==> config.mk <==
export PLATFORM = sky130hd
export DESIGN_NAME = sudoku_cell_stack_flat
export DESIGN_NICKNAME = d
export VERILOG_FILES = /design/src/rtl/sudoku_pkg.sv /design/src/rtl/sudoku_cell_stack_if.sv /design/src/rtl/sudoku_snap_stack.sv /design/src/rtl/sudoku_cell_stack.sv /design/src/flat_wrapper.sv
export SDC_FILE = /design/constraint.sdc
export NUM_CORES = 1
export LEC_CHECK = 0
export CAP_MARGIN = 20
export CORE_ASPECT_RATIO = 0.8
export CORE_MARGIN = 10
export CORE_UTILIZATION = 40
export DETAILED_ROUTE_END_ITERATION = 6
export SLEW_MARGIN = 40
export SYNTH_ARGS = -nofsm -noshare
export SYNTH_HDL_FRONTEND = slang
export SYNTH_SLANG_ARGS = --single-unit
==> constraint.sdc <==
create_clock -name clk -period 11.65 [get_ports clk]
set_input_delay 2.33 -clock clk [delete_from_list [all_inputs] [get_ports clk]]
set_output_delay 2.33 -clock clk [all_outputs]
set_load 0.005 [all_outputs]
==> src/rtl/sudoku_pkg.sv <==
// Shared definitions for the sudoku cell family: register addresses and
// digit-vector helpers sized for the largest supported board (16 symbols).
package sudoku_pkg;

    localparam int MAX_DIGITS = 16;
    localparam int MAX_CW     = $clog2(MAX_DIGITS + 1);

    localparam logic [1:0] ADDR_VALUE = 2'd0;
    localparam logic [1:0] ADDR_CAND  = 2'd1;
    localparam logic [1:0] ADDR_LEVEL = 2'd2;

    typedef logic [MAX_DIGITS-1:0] digit_vec_t;

    // Callers zero-extend their DIGITS-wide vector, so one body serves every board size.
    function automatic logic is_onehot(input digit_vec_t v);
        return (v != '0) && ((v & (v - 1'b1)) == '0);
    endfunction

    function automatic logic [MAX_CW-1:0] popcount(input digit_vec_t v);
        logic [MAX_CW-1:0] n;
        n = '0;
        for (int i = 0; i < MAX_DIGITS; i++)
            n = n + MAX_CW'(v[i]);
        return n;
    endfunction

endpackage

==> src/rtl/sudoku_cell_stack_if.sv <==
// Controller-to-cell bus. hidden_mask exists only when SUDOKU_HIDDEN_SINGLE_EN is defined.
interface sudoku_cell_stack_if #(
    parameter int DIGITS = 9,
    parameter int DEPTH  = 8
);
    localparam int LW = $clog2(DEPTH + 1);
    localparam int CW = $clog2(DIGITS + 1);

    logic [DIGITS-1:0] wdata;
    logic [DIGITS-1:0] rdata;
    logic [1:0]        address;
    logic              we;
    logic              latch_singleton;
    logic              push;
    logic              pop;
`ifdef SUDOKU_HIDDEN_SINGLE_EN
    logic [DIGITS-1:0] hidden_mask;
`endif
    logic              is_singleton;
    logic              is_illegal;
    logic              solved;
    logic [CW-1:0]     cand_count;
    logic [LW-1:0]     stack_level;
    logic              stack_full;
    logic              stack_empty;
    logic              err;

    modport master (
        output wdata, address, we, latch_singleton, push, pop,
`ifdef SUDOKU_HIDDEN_SINGLE_EN
        output hidden_mask,
`endif
        input  rdata, is_singleton, is_illegal, solved, cand_count,
        input  stack_level, stack_full, stack_empty, err
    );

    modport slave (
        input  wdata, address, we, latch_singleton, push, pop,
`ifdef SUDOKU_HIDDEN_SINGLE_EN
        input  hidden_mask,
`endif
        output rdata, is_singleton, is_illegal, solved, cand_count,
        output stack_level, stack_full, stack_empty, err
    );

endinterface

==> src/rtl/sudoku_snap_stack.sv <==
// DEPTH-entry LIFO of cell snapshots. Storage is not reset; only the level is.
module sudoku_snap_stack #(
    parameter int  W     = 18,
    parameter int  DEPTH = 8,
    localparam int LW    = $clog2(DEPTH + 1),
    localparam int IW    = (DEPTH > 1) ? $clog2(DEPTH) : 1
) (
    input  logic          clk,
    input  logic          reset,
    input  logic          push,
    input  logic          pop,
    input  logic [W-1:0]  din,
    output logic [W-1:0]  dout,
    output logic [LW-1:0] level,
    output logic          full,
    output logic          empty,
    output logic          err
);
    logic [W-1:0]  mem [DEPTH];
    logic [LW-1:0] lvl;
    logic          do_push;
    logic          do_pop;
    logic [IW-1:0] wr_idx;
    logic [IW-1:0] rd_idx;

    assign full    = (lvl == LW'(DEPTH));
    assign empty   = (lvl == '0);
    // Simultaneous push and pop cancel each other and count as an error.
    assign do_push = push && !pop && !full;
    assign do_pop  = pop && !push && !empty;
    assign err     = (push && pop) || (push && !pop && full) || (pop && !push && empty);
    assign wr_idx  = IW'(lvl);
    assign rd_idx  = IW'(lvl - 1'b1);
    assign dout    = mem[rd_idx];
    assign level   = lvl;

    always_ff @(posedge clk) begin
        if (do_push)
            mem[wr_idx] <= din;
    end

    always_ff @(posedge clk) begin
        if (reset)
            lvl <= '0;
        else if (do_push)
            lvl <= lvl + 1'b1;
        else if (do_pop)
            lvl <= lvl - 1'b1;
    end

endmodule

==> src/rtl/sudoku_cell_stack.sv <==
// One sudoku cell (value + candidate set) with a snapshot stack for backtracking.
// Optional hidden-single latching is enabled by defining SUDOKU_HIDDEN_SINGLE_EN.
module sudoku_cell_stack
    import sudoku_pkg::*;
#(
    parameter int DIGITS = 9,
    parameter int DEPTH  = 8
) (
    input  logic                clk,
    input  logic                reset,
    sudoku_cell_stack_if.slave  bus
);
    localparam int LW = $clog2(DEPTH + 1);
    localparam int CW = $clog2(DIGITS + 1);

    logic [DIGITS-1:0]   value;
    logic [DIGITS-1:0]   cand;
    logic [2*DIGITS-1:0] snap;
    logic [LW-1:0]       level;
    logic                full;
    logic                empty;
    logic                stk_err;
    logic                err;
    logic                pop_ok;
    logic                wr_ok;
    logic                bad_write;
    logic                naked;
`ifdef SUDOKU_HIDDEN_SINGLE_EN
    logic [DIGITS-1:0]   hidden_val;
    logic                hidden;
`endif

    sudoku_snap_stack #(.W(2*DIGITS), .DEPTH(DEPTH)) u_stack (
        .clk   (clk),
        .reset (reset),
        .push  (bus.push),
        .pop   (bus.pop),
        .din   ({value, cand}),
        .dout  (snap),
        .level (level),
        .full  (full),
        .empty (empty),
        .err   (stk_err)
    );

    assign pop_ok    = bus.pop && !bus.push && !empty;
    assign wr_ok     = (bus.wdata == '0) || is_onehot(MAX_DIGITS'(bus.wdata));
    // Any pop attempt drops the write, so a rejected value write only counts without one.
    assign bad_write = !bus.pop && bus.we && (bus.address == ADDR_VALUE) && !wr_ok;
    assign naked     = (value == '0) && is_onehot(MAX_DIGITS'(cand));
`ifdef SUDOKU_HIDDEN_SINGLE_EN
    assign hidden_val = cand & bus.hidden_mask;
    assign hidden     = (value == '0) && !is_onehot(MAX_DIGITS'(cand))
                        && is_onehot(MAX_DIGITS'(hidden_val));
`endif

    always_ff @(posedge clk) begin
        if (reset) begin
            value <= '0;
            cand  <= '1;
            err   <= 1'b0;
        end else begin
            if (pop_ok) begin
                value <= snap[2*DIGITS-1:DIGITS];
                cand  <= snap[DIGITS-1:0];
            end else if (!bus.pop) begin
                if (bus.we) begin
                    case (bus.address)
                        ADDR_VALUE: if (wr_ok) begin
                            value <= bus.wdata;
                            cand  <= (bus.wdata == '0) ? '1 : '0;
                        end
                        ADDR_CAND: cand <= (value == '0) ? (cand & bus.wdata) : '0;
                        default: ;
                    endcase
                end else if (bus.latch_singleton) begin
                    if (naked) begin
                        value <= cand;
                        cand  <= '0;
                    end
`ifdef SUDOKU_HIDDEN_SINGLE_EN
                    else if (hidden) begin
                        value <= hidden_val;
                        cand  <= '0;
                    end
`endif
                end
            end
            if (stk_err || bad_write)
                err <= 1'b1;
        end
    end

    always_comb begin
        bus.rdata = '0;
        case (bus.address)
            ADDR_VALUE: bus.rdata = value;
            ADDR_CAND:  bus.rdata = cand;
            ADDR_LEVEL: bus.rdata = DIGITS'(level);
            default:    bus.rdata = '0;
        endcase
    end

    assign bus.is_singleton = is_onehot(MAX_DIGITS'(cand));
    assign bus.is_illegal   = (value == '0) && (cand == '0);
    assign bus.solved       = (value != '0);
    assign bus.cand_count   = CW'(popcount(MAX_DIGITS'(cand)));
    assign bus.stack_level  = level;
    assign bus.stack_full   = full;
    assign bus.stack_empty  = empty;
    assign bus.err          = err;

endmodule

==> src/flat_wrapper.sv <==
// flat-port wrapper written by rule: the top's interface ports become plain ports
module sudoku_cell_stack_flat import sudoku_pkg::*;
#(
    parameter int DIGITS = 9,
    parameter int DEPTH  = 8
)
  (clk, reset, bus_wdata, bus_address, bus_we, bus_latch_singleton, bus_push, bus_pop, bus_rdata, bus_is_singleton, bus_is_illegal, bus_solved, bus_cand_count, bus_stack_level, bus_stack_full, bus_stack_empty, bus_err);
  sudoku_cell_stack_if #(.DIGITS(DIGITS), .DEPTH(DEPTH)) bus_i ();
  input  logic clk;
  input  logic reset;
  input wire logic [$bits(bus_i.wdata)-1:0] bus_wdata;
  input wire logic [$bits(bus_i.address)-1:0] bus_address;
  input wire logic [$bits(bus_i.we)-1:0] bus_we;
  input wire logic [$bits(bus_i.latch_singleton)-1:0] bus_latch_singleton;
  input wire logic [$bits(bus_i.push)-1:0] bus_push;
  input wire logic [$bits(bus_i.pop)-1:0] bus_pop;
  output wire logic [$bits(bus_i.rdata)-1:0] bus_rdata;
  output wire logic [$bits(bus_i.is_singleton)-1:0] bus_is_singleton;
  output wire logic [$bits(bus_i.is_illegal)-1:0] bus_is_illegal;
  output wire logic [$bits(bus_i.solved)-1:0] bus_solved;
  output wire logic [$bits(bus_i.cand_count)-1:0] bus_cand_count;
  output wire logic [$bits(bus_i.stack_level)-1:0] bus_stack_level;
  output wire logic [$bits(bus_i.stack_full)-1:0] bus_stack_full;
  output wire logic [$bits(bus_i.stack_empty)-1:0] bus_stack_empty;
  output wire logic [$bits(bus_i.err)-1:0] bus_err;
  assign bus_i.wdata = bus_wdata;
  assign bus_i.address = bus_address;
  assign bus_i.we = bus_we;
  assign bus_i.latch_singleton = bus_latch_singleton;
  assign bus_i.push = bus_push;
  assign bus_i.pop = bus_pop;
  assign bus_rdata = bus_i.rdata;
  assign bus_is_singleton = bus_i.is_singleton;
  assign bus_is_illegal = bus_i.is_illegal;
  assign bus_solved = bus_i.solved;
  assign bus_cand_count = bus_i.cand_count;
  assign bus_stack_level = bus_i.stack_level;
  assign bus_stack_full = bus_i.stack_full;
  assign bus_stack_empty = bus_i.stack_empty;
  assign bus_err = bus_i.err;
  sudoku_cell_stack #(.DIGITS(DIGITS), .DEPTH(DEPTH)) u_core (.clk(clk), .reset(reset), .bus(bus_i));
endmodule
## Word-level counts from Yosys, hierarchy flattened

Memory sizes are Yosys's and may differ from the RTL's.
Cells that the tools add are included.

| cells by class | value |
|---|---|
| add/sub/neg operators | 12 |
| equality and inequality tests | 8 |
| muxes and demuxes | 21 |
| bitwise logic cells | 3 |
| reduce and logical (&&, ||, !) cells | 38 |

Operators by type and width:

| cell | number |
|---|---|
| 9-bit two-way mux | 15 |
| 9-bit by 16-bit bitwise AND with 16-bit output | 2 |
| 16-bit logical NOT | 2 |
| 4-bit by 1-bit adder with 4-bit output | 7 |
| 9-bit logical NOT | 3 |
| 9-bit case mux with 3 select lines | 1 |
| 9-bit nonzero test | 3 |
| 9-bit by 1-bit subtractor with 10-bit output (second input constant) | 2 |
| 9-bit case mux with 2 select lines | 1 |
| 1-bit logical AND | 14 |
| 5-bit AND reduction | 2 |
| 9-bit bitwise AND | 1 |
| 4-bit two-way mux | 2 |
| 3-bit by 1-bit != test with 1-bit output (second input constant) | 2 |
| 3-bit nonzero test | 2 |
| 1-bit logical NOT | 5 |
| 4-bit by 1-bit adder with 4-bit output (second input constant) | 1 |
| 4-bit == test (second input constant) | 1 |
| 4-bit logical NOT | 1 |
| 1-bit logical OR | 4 |
| 4-bit by 1-bit != test with 1-bit output (second input constant) | 1 |
| 4-bit by 2-bit != test with 1-bit output (second input constant) | 1 |
| 4-bit by 1-bit subtractor with 4-bit output (second input constant) | 1 |
| 1-bit by 1-bit adder with 2-bit output | 1 |
| other kinds (6) | 7 |

| word-level totals | value |
|---|---|
| register bits after elaboration | 23 |
| memory bits (writable) | 144 |
| bits of input ports | 17 |
| word-level logic and storage cells | 87 |
| memories kept | 1 |

Memory list:

| name | depth | bits a word | read ports | clocked after Yosys merged registers in | wr ports | line | text |
|---|---|---|---|---|---|---|---|
| u_core.u_stack.mem | 8 | 18 | 1 | 0 | 1 | sudoku_snap_stack.sv:19 | `logic [W-1:0] mem [DEPTH];` |

## Longest topological paths before layout

Gate-level depths: netlist of the first run.

| logic depth | value |
|---|---|
| word-level depth | 10 |
| gate-level depth with buffers | 14 |
| gate-level depth less buffers | 11 |

## By module

A second synthesis of the first run with hierarchy kept.

| second synthesis, totals | value |
|---|---|
| cells, all modules | 501 |
| area, all modules | 7,694.9 µm² |

By module, submodules not included:

| module | times used | cells each | area each (µm²) |
|---|---|---|---|
| sudoku_snap_stack | 1 | 264 | 5,814.3 |
| sudoku_cell_stack | 1 | 237 | 1,880.6 |

## Worst setup path after synthesis of the first run

OpenSTA, ideal clock, no wires.

| path | value |
|---|---|
| kind | reg2out |
| from | reg u_core.cand[0] |
| to | out bus_cand_count[1] |
| data arrival time | 3.217 ns |
| setup slack | 6.103 ns |
| cell stages (with the launch flop) | 12 |
| cell sequence | dfxtp_1 inv_1 ha_1 inv_1 fa_1 fa_1 fa_1 inv_1 ha_1 inv_1 fa_1 inv_1 |

| between the ends | value |
|---|---|
| word-level cells in the longest chain between the ends | 8 |

RTL lines:

| element | line | text |
|---|---|---|
| from (decl) | sudoku_cell_stack.sv:17 | `logic [DIGITS-1:0] cand;` |
| from (signal assigned) | sudoku_cell_stack.sv:65 | `cand <= snap[DIGITS-1:0];` |
| from (signal assigned) | sudoku_cell_stack.sv:71 | `cand <= (bus.wdata == '0) ? '1 : '0;` |
| from (signal assigned) | sudoku_cell_stack.sv:73 | `ADDR_CAND: cand <= (value == '0) ? (cand & bus.wdata) : '0;` |
| 1-bit by 1-bit adder with 2-bit output | sudoku_pkg.sv:23 | `n = n + MAX_CW'(v[i]);` |
| 4-bit by 1-bit adder with 4-bit output (7 in a row) | sudoku_pkg.sv:23 |  |
| to (decl) | flat_wrapper.sv:21 | `output wire logic [$bits(bus_i.cand_count)-1:0] bus_cand_count;` |

Every way passes these cells.

## Worst setup path after layout of the first run

| path | value |
|---|---|
| from | in bus_address[0] |
| to | out bus_rdata[1] |

| between the ends | value |
|---|---|
| word-level cells in the longest chain between the ends | 2 |
| elaborated cells on any way between the ends | 4 |
| classes of those cells | 2 x eq/ne; 1 x mux; 1 x reduce/logical |

RTL lines:

| element | line | text |
|---|---|---|
| from (decl) | flat_wrapper.sv:12 | `input wire logic [$bits(bus_i.address)-1:0] bus_address;` |
| 2-bit == test (tied with other cells) | sudoku_cell_stack.sv:96 | `case (bus.address)` |
| 9-bit case mux with 3 select lines (*) | sudoku_cell_stack.sv:96 |  |
| to (decl) | flat_wrapper.sv:17 | `output wire logic [$bits(bus_i.rdata)-1:0] bus_rdata;` |

Every way passes the cells marked *; elsewhere a longest branch is shown, timed or not.

==> results by group, run 1 <==
Status
  • Result of the run: finished clean

Clock tree
  • Post-CTS Repair Setup Buffers: 0
  • CTS tree: built
  • H-tree depth: 4
  • Number of buffers created by CTS: 17
  • Clock root buffer: clkbuf_16
  • Resized cells post-CTS: 0
  • Post-CTS Hold Buffers: 0
  • Number of sinks handled by clock tree synthesis: 167
  • Maximum clock insertion buffer count: 2
  • Clk slew on worst S/H paths: 60 ps
  • Clock latency on the worst-skew pair: 430 ps

Layout
  • Most frequent standard cell in the layout excluding fill and tap cells: edfxtp_1
  • Area delta synth->final: 16.9%
  • Number of diodes added for antenna fixing: 0
  • Layout Nets: 587
  • Share of final-layout standard cells stronger than drive strength 1: 20.1%
  • Top library cells by usage in the layout, fill and taps aside: edfxtp_1, clkdlybuf4s50_1, mux4_2, nor2_1, inv_1

Detailed routing
  • Routed wire length: 19.3 mm
  • Post-DR wirelength/cell: 23.4 um
  • Final antenna-violating net count: 0
  • DRC viols: 0
  • Number of iterations in the first detailed-routing pass: 5
  • Vias post-DR: 4,773
  • Number of violations reported at the end of detailed-routing iteration 0: 588
  • Average vias per placed instance: 5.78

Synthesis
  • Synthesized area: 0.00764 sq mm
  • Main combinational cell family by area after synthesis: multiplexers
  • Area fraction in compound gates after synthesis: 9.16%
  • Flip-flop cell with the highest count after synthesis: edfxtp_1
  • Fraction of synthesized cell area in xor and xnor cells: 0.573%
  • Post-synthesis register bit count: 167
  • Distinct cell type count of the synthesized netlist: 56
  • Synth Area in Simple Gates: 7.86%
  • Number of enable flip-flop cells after synthesis: 144
  • Adder and majority cell fraction of the synthesized area: 3.08%
  • Number of warning messages in the yosys log: 0
  • Post-Synthesis Net Count: 548
  • Syn Inst Count: 516
  • Register area share after synthesis: 62.6%
  • Mux contribution to synthesized area: 13.1%
  • Post-Synthesis Mean Instance Area: 14.8 sq um
  • Post-synthesis async set-or-reset flop share: 0%

Worst setup path
  • CP Launch Type: input pin
  • Cell mode on critical path: clkdlybuf4s50_1
  • Crit. End Element: output pin
  • Start-to-end type of the worst setup path: in -> out
  • Max stage delay on crit path: 960 ps
  • Critical path data arrival time: 4600 ps
  • Worst-path cell with the longest stage delay: clkdlybuf4s50_1
  • Crit path cell chain: clkdlybuf4s50_1, nor2b_1, buf_4, nand2_1, o21ai_0, clkdlybuf4s50_1
  • Critical Path RT: 9320 ps
  • Peak fanout along the critical path: 14

Global routing
  • GRT Total Usage: 15.8%
  • Number of global-route vias before repair: 4,842
  • Global-route congestion overflow total: 0
  • First-pass GRT wire length: 29.6 mm
  • Largest net degree at the start of global routing: 46
  • Antenna violations before repair: 0

Power and ir drop
  • Static power due to leakage: 2.97 nW
  • Worst ir drop on vdd: 0.0922 mV
  • Power consumption: 1.70 mW
  • PwrDens: 191 mW/mm^2

Timing
  • Slew of the pin with the lowest slew margin: 834 ps
  • Max-Slew Margin vs Limit: 44.4%
  • Count of endpoints failing setup in the final report: 0
  • Max Clk Rate: 0.144 GHz
  • Final critical path time including I/O delays and setup: 6930 ps
  • Final hold vios: 0
  • Worst clock skew: 14.3 ps
  • Unrepaired setup endpoints after global routing: false
  • Crit share post-route: 59.5%
  • Final count of pins violating max slew: 0
  • Aggregate negative setup slack: 0 ps

Min path
  • Kind of path behind the tightest hold check: reg -> reg

Die
  • Area of the core region: 0.0189 sq mm
  • Horizontal die dimension: 175 um
  • Row count: 45
  • Number of top-level pins: 40
  • Vertical die dimension: 144 um
  • Total Die Area: 0.0251 sq mm
  • Initial Utilization: 40.5%

Placed design
  • Final Wtd Congestion: 0.902
  • HPWL after detailed placement: 11.9 mm
  • Port Buffer Count: 39

Job
  • Count of max-cap constraint violations: 0
## where the power goes
part	leakage [nW]	internal [mW]	switching (mW)
sequential	1.48	0.695	0.0459
clock	0.272	0.302	0.234
combinational	1.22	0.209	0.219
total	2.97	1.21	0.499
## sequential cells by signal, indices dropped and copies added (netlist names)
name / count
u_core.bus.err: 1
u_core.cand: 9
u_core.u_stack.level: 4
u_core.u_stack.mem: 144
u_core.value: 9
## metrics by stage
| step | instance area (sq um) | worst slack (ps) | instances | hold slack [ps] | util [%] |
|---|---|---|---|---|---|
| final | 8930 | 4720 | 826 | 523 | 47.3 |
| after global routing | 8930 | 4560 | 826 | 602 | 47.3 |
| after CTS | 8920 | 4740 | 825 | 517 | 47.3 |
| after detailed placement | 8350 | 4750 | 793 | 505 | 44.3 |
| after global placement | 8320 | 4800 | 793 | 491 | 44.1 |
| after floorplan | 7640 | 6100 | 516 | 498 | - |
## Yosys cell counts (2+ instances only)
master | instances | area share [%]
o21ai_0 | 25 | 1.6
inv_1 | 29 | 1.4
nor4_1 | 2 | 0.16
edfxtp_1 | 144 | 57
nand2_1 | 18 | 0.88
mux2i_1 | 18 | 2.4
nor3b_1 | 2 | 0.20
or4_4 | 2 | 0.29
buf_6 | 3 | 0.44
a221oi_1 | 9 | 1.0
a21oi_1 | 25 | 1.6
clkbuf_1 | 16 | 0.79
a211oi_1 | 3 | 0.29
nor2b_1 | 5 | 0.41
nor3_1 | 7 | 0.46
buf_2 | 8 | 0.52
nand2b_1 | 2 | 0.16
xnor2_1 | 4 | 0.46
nand3_1 | 11 | 0.72
buf_1 | 2 | 0.098
nor2_1 | 36 | 1.8
nand4_1 | 2 | 0.16
a211oi_2 | 9 | 1.5
mux4_2 | 36 | 11
dfxtp_1 | 23 | 6.0
buf_4 | 3 | 0.29
or3_1 | 3 | 0.25
ha_1 | 10 | 1.6
a21o_1 | 3 | 0.29
a2111oi_0 | 9 | 1.0
fa_1 | 5 | 1.3
and3_1 | 18 | 1.5
## cell families after synthesis
kind of cell | count (synthesis)
AO/OA/AOI/OAI | 96
XOR/XNOR | 5
adder cells (fa/ha/maj) | 16
buffers and inverters | 61
flip-flops | 167
multiplexers | 55
AND/OR/NAND/NOR | 116
## critical path, delay by kind of cell
kind,cells,cell delay [ps]
buffers and inverters,3,1790
AOI/OAI and AO/OA,1,150
and+or+nand+nor,2,310
## area by class of cell
class	instances	area [sq um]
fill	1631	9930
sequential	167	4790
multi-input combinational	288	2660
inverter	29	109
tap	258	323
clock buffer	19	443
timing repair buffer	52	489
clock inverter	13	123
## worst paths after layout
| check | to | startpoint | cells past startpoint | slack [ps] |
|---|---|---|---|---|
| worst min-delay path | u_core.bus.err$_SDFFE_PP0P_ | u_core.bus.err$_SDFFE_PP0P_ | 2 | 520 |
| worst max register to register | u_core.value[2]$_SDFFE_PP0P_ | u_core.u_stack.level[0]$_SDFFE_PP0P_ | 10 | 8050 |
| worst max-delay path | bus_rdata[1] | bus_address[0] | 6 | 4720 |
| worst min register to register | u_core.bus.err$_SDFFE_PP0P_ | u_core.bus.err$_SDFFE_PP0P_ | 2 | 520 |
## per-layer routing
layer	track usage, %	wire, um
met2	24.5	8900
met3	3.75	1570
met4	5.16	237
met5	0	0
met1	21.4	8620
Note: power is estimated with default switching activity, not from simulation.
==> inputs of run 2 (changes only) <==
Clock period 11.65 ns to 5.7 ns, I/O delays scaled along.
==> results by group, run 2 (synthesized netlist as in run 1, its figures left out) <==
Layout
  • Top library cells by usage in the layout, fill and taps aside: edfxtp_1, clkdlybuf4s50_1, mux4_2, nor2_1, inv_1
  • Cell area after layout: 0.00893 sq mm (about the same)
  • Most frequent standard cell in the layout excluding fill and tap cells: edfxtp_1
  • FILL cells: 1,598 (-2.0%)
  • Number of diodes added for antenna fixing: 0 (unchanged)
  • Top register by number of flip-flops: u_core.u_stack.mem
  • Area delta synth->final: 16.9% (about the same)
  • Share of final-layout standard cells stronger than drive strength 1: 20.6% (+0.52 points)
  • Max FFs per register: 144 (unchanged)
  • Layout Nets: 592 (+0.85%)
  • Registers with the highest flip-flop counts: u_core.u_stack.mem: 144 flops, u_core.cand: 9 flops, u_core.value: 9 flops

Die
  • Vertical die dimension: 144 um (unchanged)
  • Horizontal die dimension: 175 um (unchanged)
  • Number of top-level pins: 40 (unchanged)
  • Initial Utilization: 40.5% (unchanged)
  • Area of the core region: 0.0189 sq mm (unchanged)
  • Row count: 45 (unchanged)
  • Total Die Area: 0.0251 sq mm (unchanged)

Global routing
  • Global-route congestion overflow total: 0 (unchanged)
  • Antenna violations before repair: 0 (unchanged)
  • GRT Total Usage: 16.2% (+0.45 points)
  • First-pass GRT wire length: 30.4 mm (+2.5%)
  • Largest net degree at the start of global routing: 45 (-2.2%)
  • Number of global-route vias before repair: 4,900 (+1.2%)

Timing
  • Aggregate negative setup slack: 0 ps (unchanged)
  • Final hold vios: 0 (unchanged)
  • Final count of pins violating max slew: 0 (unchanged)
  • Slew of the pin with the lowest slew margin: 841 ps (+6.75 ps)
  • Final critical path time including I/O delays and setup: 5250 ps
  • Worst clock skew: 6.43 ps (-7.89 ps)
  • Max Clk Rate: 0.191 GHz
  • Max-Slew Margin vs Limit: 43.9% (-0.45 points)
  • Unrepaired setup endpoints after global routing: false
  • Count of endpoints failing setup in the final report: 0 (unchanged)
  • Crit share post-route: 92.0%

Min path
  • Kind of path behind the tightest hold check: reg -> reg
  • Launch point of the worst hold path: u_core.bus.err$_SDFFE_PP0P_

Worst setup path
  • Max stage delay on crit path: 670 ps (-290 ps)
  • Critical path data arrival time: 4110 ps (-490 ps)
  • Buffer and inverter count on the worst path: 4 (+1)
  • Cell mode on critical path: fa_1
  • Critical Path RT: 4560 ps (-4760 ps)
  • Crit. End Element: output pin
  • Crit path cell chain: inv_1, fa_1, fa_1, fa_1, inv_1, ha_1, inv_1, fa_1, xnor2_1, clkdlybuf4s50_1
  • RR Startpoint: u_core.value[3]$_SDFFE_PP0P_
  • CP Launch Type: flop
  • Peak fanout along the critical path: 16 (+2)
  • Family with the most delay on the worst path: adder cells
  • Launch point of the worst path: u_core.cand[2]$_SDFFE_PP1P_
  • Worst-path cell with the longest stage delay: dfxtp_1
  • Start-to-end type of the worst setup path: reg -> out

Clock tree
  • Clk slew on worst S/H paths: 60 ps (about the same)
  • Clock root buffer: clkbuf_16
  • CTS tree: built
  • Post-CTS Hold Buffers: 0 (unchanged)
  • H-tree depth: 4 (unchanged)
  • Number of buffers created by CTS: 17 (unchanged)
  • Clock latency on the worst-skew pair: 430 ps (about the same)
  • Maximum clock insertion buffer count: 2 (unchanged)
  • Number of sinks handled by clock tree synthesis: 167 (unchanged)
  • Resized cells post-CTS: 0 (unchanged)
  • Post-CTS Repair Setup Buffers: 0 (unchanged)

Power and ir drop
  • Static power due to leakage: 2.99 nW (+0.47%)
  • PwrDens: 390 mW/mm^2 (+100%)
  • Worst ir drop on vdd: 0.225 mV (+140%)

Detailed routing
  • Vias post-DR: 4,746 (-0.57%)
  • Routed wire length: 19.7 mm (+2.0%)
  • Final antenna-violating net count: 0 (unchanged)
  • Average vias per placed instance: 5.71 (-1.2%)
  • Number of violations reported at the end of detailed-routing iteration 0: 505 (-14%)
  • Post-DR wirelength/cell: 23.7 um (+1.4%)
  • DRC viols: 0 (unchanged)
  • Number of iterations in the first detailed-routing pass: 5 (unchanged)

Placed design
  • Port Buffer Count: 39 (unchanged)
  • Cell area after placement: 0.00838 sq mm (+0.28%)
  • HPWL after detailed placement: 12.4 mm (+3.8%)
  • Final Wtd Congestion: 0.897 (-0.65%)

Status
  • Result of the run: finished clean

Job
  • Count of max-cap constraint violations: 0 (unchanged)
[run 2: cell count changes in the layout (fill, tap and decap cells not counted), sizes merged]
cell and change:
buf +6, clkbuf -1, clkdlybuf4s50 -1, clkinv +1, clkinvlp -1, inv +1
[run 2: layer usage]
layer,global-route usage [%],vias to the layer above,part of all wire (%)
li1,-,2097,-
met1,22.1,2473,47
met2,25.0,155,46
met3,4.25,21,6.0
met4,5.03,0,1.4
met5,0,-,0
[run 2: metrics by stage]
| stage | instances | total power [mW] | utilization, % | setup WS, ps | hold slack, ps |
|---|---|---|---|---|---|
| after floorplan | 516 | 2.05 | - | 1340 | 498 |
| after global placement | 798 | 2.40 | 44.3 | 967 | 495 |
| after detailed placement | 798 | 2.43 | 44.4 | 887 | 495 |
| after CTS | 830 | 3.51 | 47.3 | 421 | 506 |
| after global routing | 831 | 3.65 | 47.4 | 227 | 557 |
| final | 831 | 3.48 | 47.4 | 454 | 514 |
[run 2: where the power goes]
part,internal [mW],switching (mW),total (mW)
logic,0.431,0.459,0.890
clock network,0.603,0.488,1.09
registers,1.42,0.0830,1.50
total,2.45,1.03,3.48
[run 2: worst min-delay path: stages (launching register included)]
cell     delay, ps
dfxtp_1        320
nor2_1          50
a21oi_1        110
[run 2: path summary, 6_finish.rpt]
path / to / slack [ps] / cells past startpoint
max: bus_cand_count[2] / 450 / 10
min: u_core.bus.err$_SDFFE_PP0P_ / 510 / 2
max reg2reg: u_core.cand[1]$_SDFFE_PP1P_ / 2460 / 6
min reg2reg: u_core.bus.err$_SDFFE_PP0P_ / 510 / 2
[run 2: area by class of cell]
cell class                 count  area [sq um]  area share (%)
inverter                      29           109            1.22
sequential                   167          4790            53.6
timing repair buffer          57           522            5.84
clock inverter                14           124            1.39
multi-input combinational    288          2640            29.6
tap                          258           323            3.61
clock buffer                  18           429            4.80
==> inputs of run 3 (changes only) <==
Settings changed: ABC_AREA set to 1.
==> results by group, run 3 <==
Die
  • Horizontal die dimension: 176 um (+1.1%)
  • Total Die Area: 0.0256 sq mm (+2.1%)
  • Area of the core region: 0.0191 sq mm (+1.2%)
  • Initial Utilization: 41.0% (+0.49 points)
  • Vertical die dimension: 145 um (+1.0%)
  • Row count: 45 (unchanged)
  • Number of top-level pins: 40 (unchanged)

Min path
  • Worst hold path stage count: 2 (unchanged)
  • Worst-case hold path end point: u_core.bus.err$_SDFFE_PP0P_
  • Launch point of the worst hold path: u_core.bus.err$_SDFFE_PP0P_
  • Kind of path behind the tightest hold check: reg -> reg

Detailed routing
  • Final antenna-violating net count: 0 (unchanged)
  • Average vias per placed instance: 5.34 (-6.5%)
  • Vias post-DR: 5,899 (+24%)
  • Number of violations reported at the end of detailed-routing iteration 0: 580 (+15%)
  • DRC viols: 0 (unchanged)
  • Post-DR wirelength/cell: 19.3 um (-19%)
  • Routed wire length: 21.3 mm (+8.1%)
  • Number of iterations in the first detailed-routing pass: 6 (+1)

Layout
  • Top register by number of flip-flops: u_core.u_stack.mem
  • Top library cells by usage in the layout, fill and taps aside: nand2_1, edfxtp_1, nor2_1, o21ai_0, inv_1
  • Most frequent standard cell in the layout excluding fill and tap cells: nand2_1
  • Final core utilization: 47.4% (+0.071 points)
  • Seq. cell area: 0.00479 sq mm (about the same)
  • Area delta synth->final: 15.7%
  • Number of diodes added for antenna fixing: 0 (unchanged)
  • FILL cells: 1,800 (+13%)
  • Layout Nets: 866 (+46%)
  • Final cell count without fillers: 1,105 (+33%)
  • Max FFs per register: 144 (unchanged)
  • Footprint of the multi-input gates: 0.00263 sq mm (-0.33%)
  • Share of final-layout standard cells stronger than drive strength 1: 8.85% (-12 points)
  • Registers with the highest flip-flop counts: u_core.u_stack.mem: 144 flops, u_core.cand: 9 flops, u_core.value: 9 flops

Synthesis
  • Top cell types by occurrence after synthesis: nand2_1, edfxtp_1, nor2_1
  • Biggest area contributors in the synthesized netlist: edfxtp_1, nand2_1, dfxtp_1
  • Post-synthesis register bit count: 167 (unchanged)
  • Post-Synthesis Mean Instance Area: 9.79 sq um (-34%)
  • Number of enable flip-flop cells after synthesis: 144 (unchanged)
  • Post-synth top area share: 55.3% (-1.3 points)
  • Number of warning messages in the yosys log: 0 (unchanged)
  • Distinct cell type count of the synthesized netlist: 33 (-41%)
  • Post-Synthesis Net Count: 831 (+52%)
  • Flip-flop cell with the highest count after synthesis: edfxtp_1
  • Post-synthesis async set-or-reset flop share: 0% (unchanged)
  • Register area share after synthesis: 61.2% (-1.5 points)
  • Syn Inst Count: 799 (+55%)
  • Synthesized area: 0.00782 sq mm (+2.4%)
  • Most common cell in the netlist: nand2_1
  • Dominant cell type by area after synthesis: edfxtp_1

Clock tree
  • Clk slew on worst S/H paths: 60 ps (about the same)
  • H-tree depth: 4 (unchanged)
  • Number of buffers created by CTS: 17 (unchanged)
  • Maximum clock insertion buffer count: 2 (unchanged)
  • CTS tree: built
  • Number of sinks handled by clock tree synthesis: 167 (unchanged)
  • Clock root buffer: clkbuf_16
  • Post-CTS Repair Setup Buffers: 0 (unchanged)
  • Clock latency on the worst-skew pair: 430 ps (about the same)

Job
  • Count of max-cap constraint violations: 0 (unchanged)

Global routing
  • GRT Total Usage: 16.6% (+0.42 points)
  • First-pass GRT wire length: 32.9 mm (+8.4%)
  • Largest net degree at the start of global routing: 81 (+80%)
  • Number of global-route vias before repair: 5,491 (+12%)
  • Antenna violations before repair: 0 (unchanged)
  • Global-route congestion overflow total: 0 (unchanged)

Worst setup path
  • Buffer and inverter count on the worst path: 6 (+2)
  • Peak fanout along the critical path: 12 (-4)
  • Critical path data arrival time: 4250 ps (+140 ps)
  • Worst-path cell with the longest stage delay: fa_1
  • RR Startpoint: u_core.u_stack.level[1]$_SDFFE_PP0P_
  • Start-to-end type of the worst setup path: reg -> out
  • Family with the most delay on the worst path: adder cells
  • CP Launch Type: flop
  • Critical Path RT: 4560 ps (about the same)
  • Length in cells of the worst reg-to-reg path: 13 (+7)
  • Crit. End Element: output pin
  • Cell mode on critical path: inv_1
  • Register-to-register setup slack: 2770 ps (+310 ps)
  • Crit path cell chain: inv_1, ha_1, inv_1, fa_1, fa_1, fa_1, inv_1, ha_1, inv_1, fa_1, inv_1, clkdlybuf4s50_1
  • Reg-to-reg endpoint: u_core.value[5]$_SDFFE_PP0P_
  • Max stage delay on crit path: 540 ps (-130 ps)

Status
  • Result of the run: finished clean

Timing
  • Final critical path time including I/O delays and setup: 5390 ps (+147 ps)
  • Final count of pins violating max slew: 0 (unchanged)
  • Final worst-path setup slack: 308 ps (-147 ps)
  • Count of endpoints failing setup in the final report: 0 (unchanged)
  • Max Clk Rate: 0.185 GHz (-2.7%)
  • Max-Slew Margin vs Limit: 45.3% (+1.3 points)
  • Unrepaired setup endpoints after global routing: false
  • Aggregate negative setup slack: 0 ps (unchanged)
  • Slew of the pin with the lowest slew margin: 819 ps (-22.1 ps)
  • Final hold vios: 0 (unchanged)
  • Crit share post-route: 94.6% (+2.6 points)
  • Worst clock skew: 7.85 ps (+1.42 ps)

Power and ir drop
  • Internal power: 2.28 mW (-7.3%)
  • Power consumption: 3.28 mW (-5.9%)
  • PwrDens: 362 mW/mm^2 (-7.2%)
  • Psw: 1.00 mW (-2.7%)
  • Static power due to leakage: 3.42 nW (+14%)
  • Switching power share of the total: 30.6% (+1.0 points)
  • Sequential power share: 44.1% (+1.0 points)
  • Worst ir drop on vdd: 0.274 mV (+22%)
  • Combinational Power Share: 22.7% (-2.9 points)
  • Part of the power in the clock network: 33.2% (+1.9 points)

Placed design
  • Port Buffer Count: 39 (unchanged)
  • HPWL after detailed placement: 13.0 mm (+4.7%)
  • Pre-CTS WS: 589 ps (-297 ps)
  • Cells after DPL: 1,072 (+34%)
  • Final Wtd Congestion: 0.914 (+2.0%)
-- run 3: through the flow --
step	hold WS (ps)	area, sq um
global placement	537	8470
CTS	549	9030
detailed placement	533	8480
floorplan	516	7820
finish	563	9050
global route	562	9050
-- run 3: worst max-delay path by stage --
stage / from / end / cells past startpoint
after global placement: u_core.cand[0]$_SDFFE_PP1P_ / bus_cand_count[1] / 12
final: u_core.cand[0]$_SDFFE_PP1P_ / bus_cand_count[1] / 12
after floorplan: u_core.cand[0]$_SDFFE_PP1P_ / bus_cand_count[1] / 11
after CTS: u_core.cand[0]$_SDFFE_PP1P_ / bus_cand_count[1] / 12
after detailed placement: u_core.cand[0]$_SDFFE_PP1P_ / bus_cand_count[1] / 12
after global routing: u_core.cand[0]$_SDFFE_PP1P_ / bus_cand_count[2] / 12
-- run 3: routing by layer --
metal	GRT usage (%)	up-vias	share of wire (%)
li1	-	2808	-
met1	24.8	2817	47
met2	23.2	258	43
met3	4.25	16	8.9
met4	4.53	0	0.96
met5	0	-	0
-- run 3: power by group through the flow --
stage,sequential (mW),clock [mW],combinational [mW]
2_1_floorplan,1.45,0,0.463
3_3_place_gp,1.47,0,0.734
3_5_place_dp,1.47,0,0.739
4_1_cts,1.44,1.11,0.745
5_1_grt,1.45,1.16,0.839
6_report,1.45,1.09,0.743
-- run 3: repair_timing --
item / 4_1_cts / 5_1_grt
hold buffers: 0 / 0
endpoints found under the hold margin: 0 / 0
setup endpoints to repair: 0 / 2
resized for setup: 0 / 1
-- run 3: cell type report --
| cell class | count | area share [%] |
|---|---|---|
| flip-flops and latches | 167 | 52.9 |
| repair buffers | 50 | 5.35 |
| well taps | 258 | 3.57 |
| inverters | 73 | 3.03 |
| clock buffers | 18 | 4.74 |
| multi-input cells | 525 | 29.1 |
| clock inverters | 14 | 1.37 |
-- run 3: worst reg2reg max path, stage by stage (launching register included) --
cell and delay (ps):
dfxtp_1 510, inv_1 150, ha_1 340, clkinv_1 550, buf_4 490, nor2_1 120
o21ai_0 70, o21ai_0 140, nand2_1 120, nand2_1 80, nor2_1 40, nand4_1 80
nand2_1 60, nor2_1 110
-- run 3: cells by family (layout without fill, tap and decap cells) --
kind of cell	Yosys count	count (layout)	share of synthesized area [%]
adders and majority gates	15	15	2.88
DFF	167	167	61.2
buffers and inverters	107	155	5.76
AOI/OAI and AO/OA	135	135	9.52
xor gates and xnor gates	2	2	0.224
and+or+nand+nor	373	373	20.5
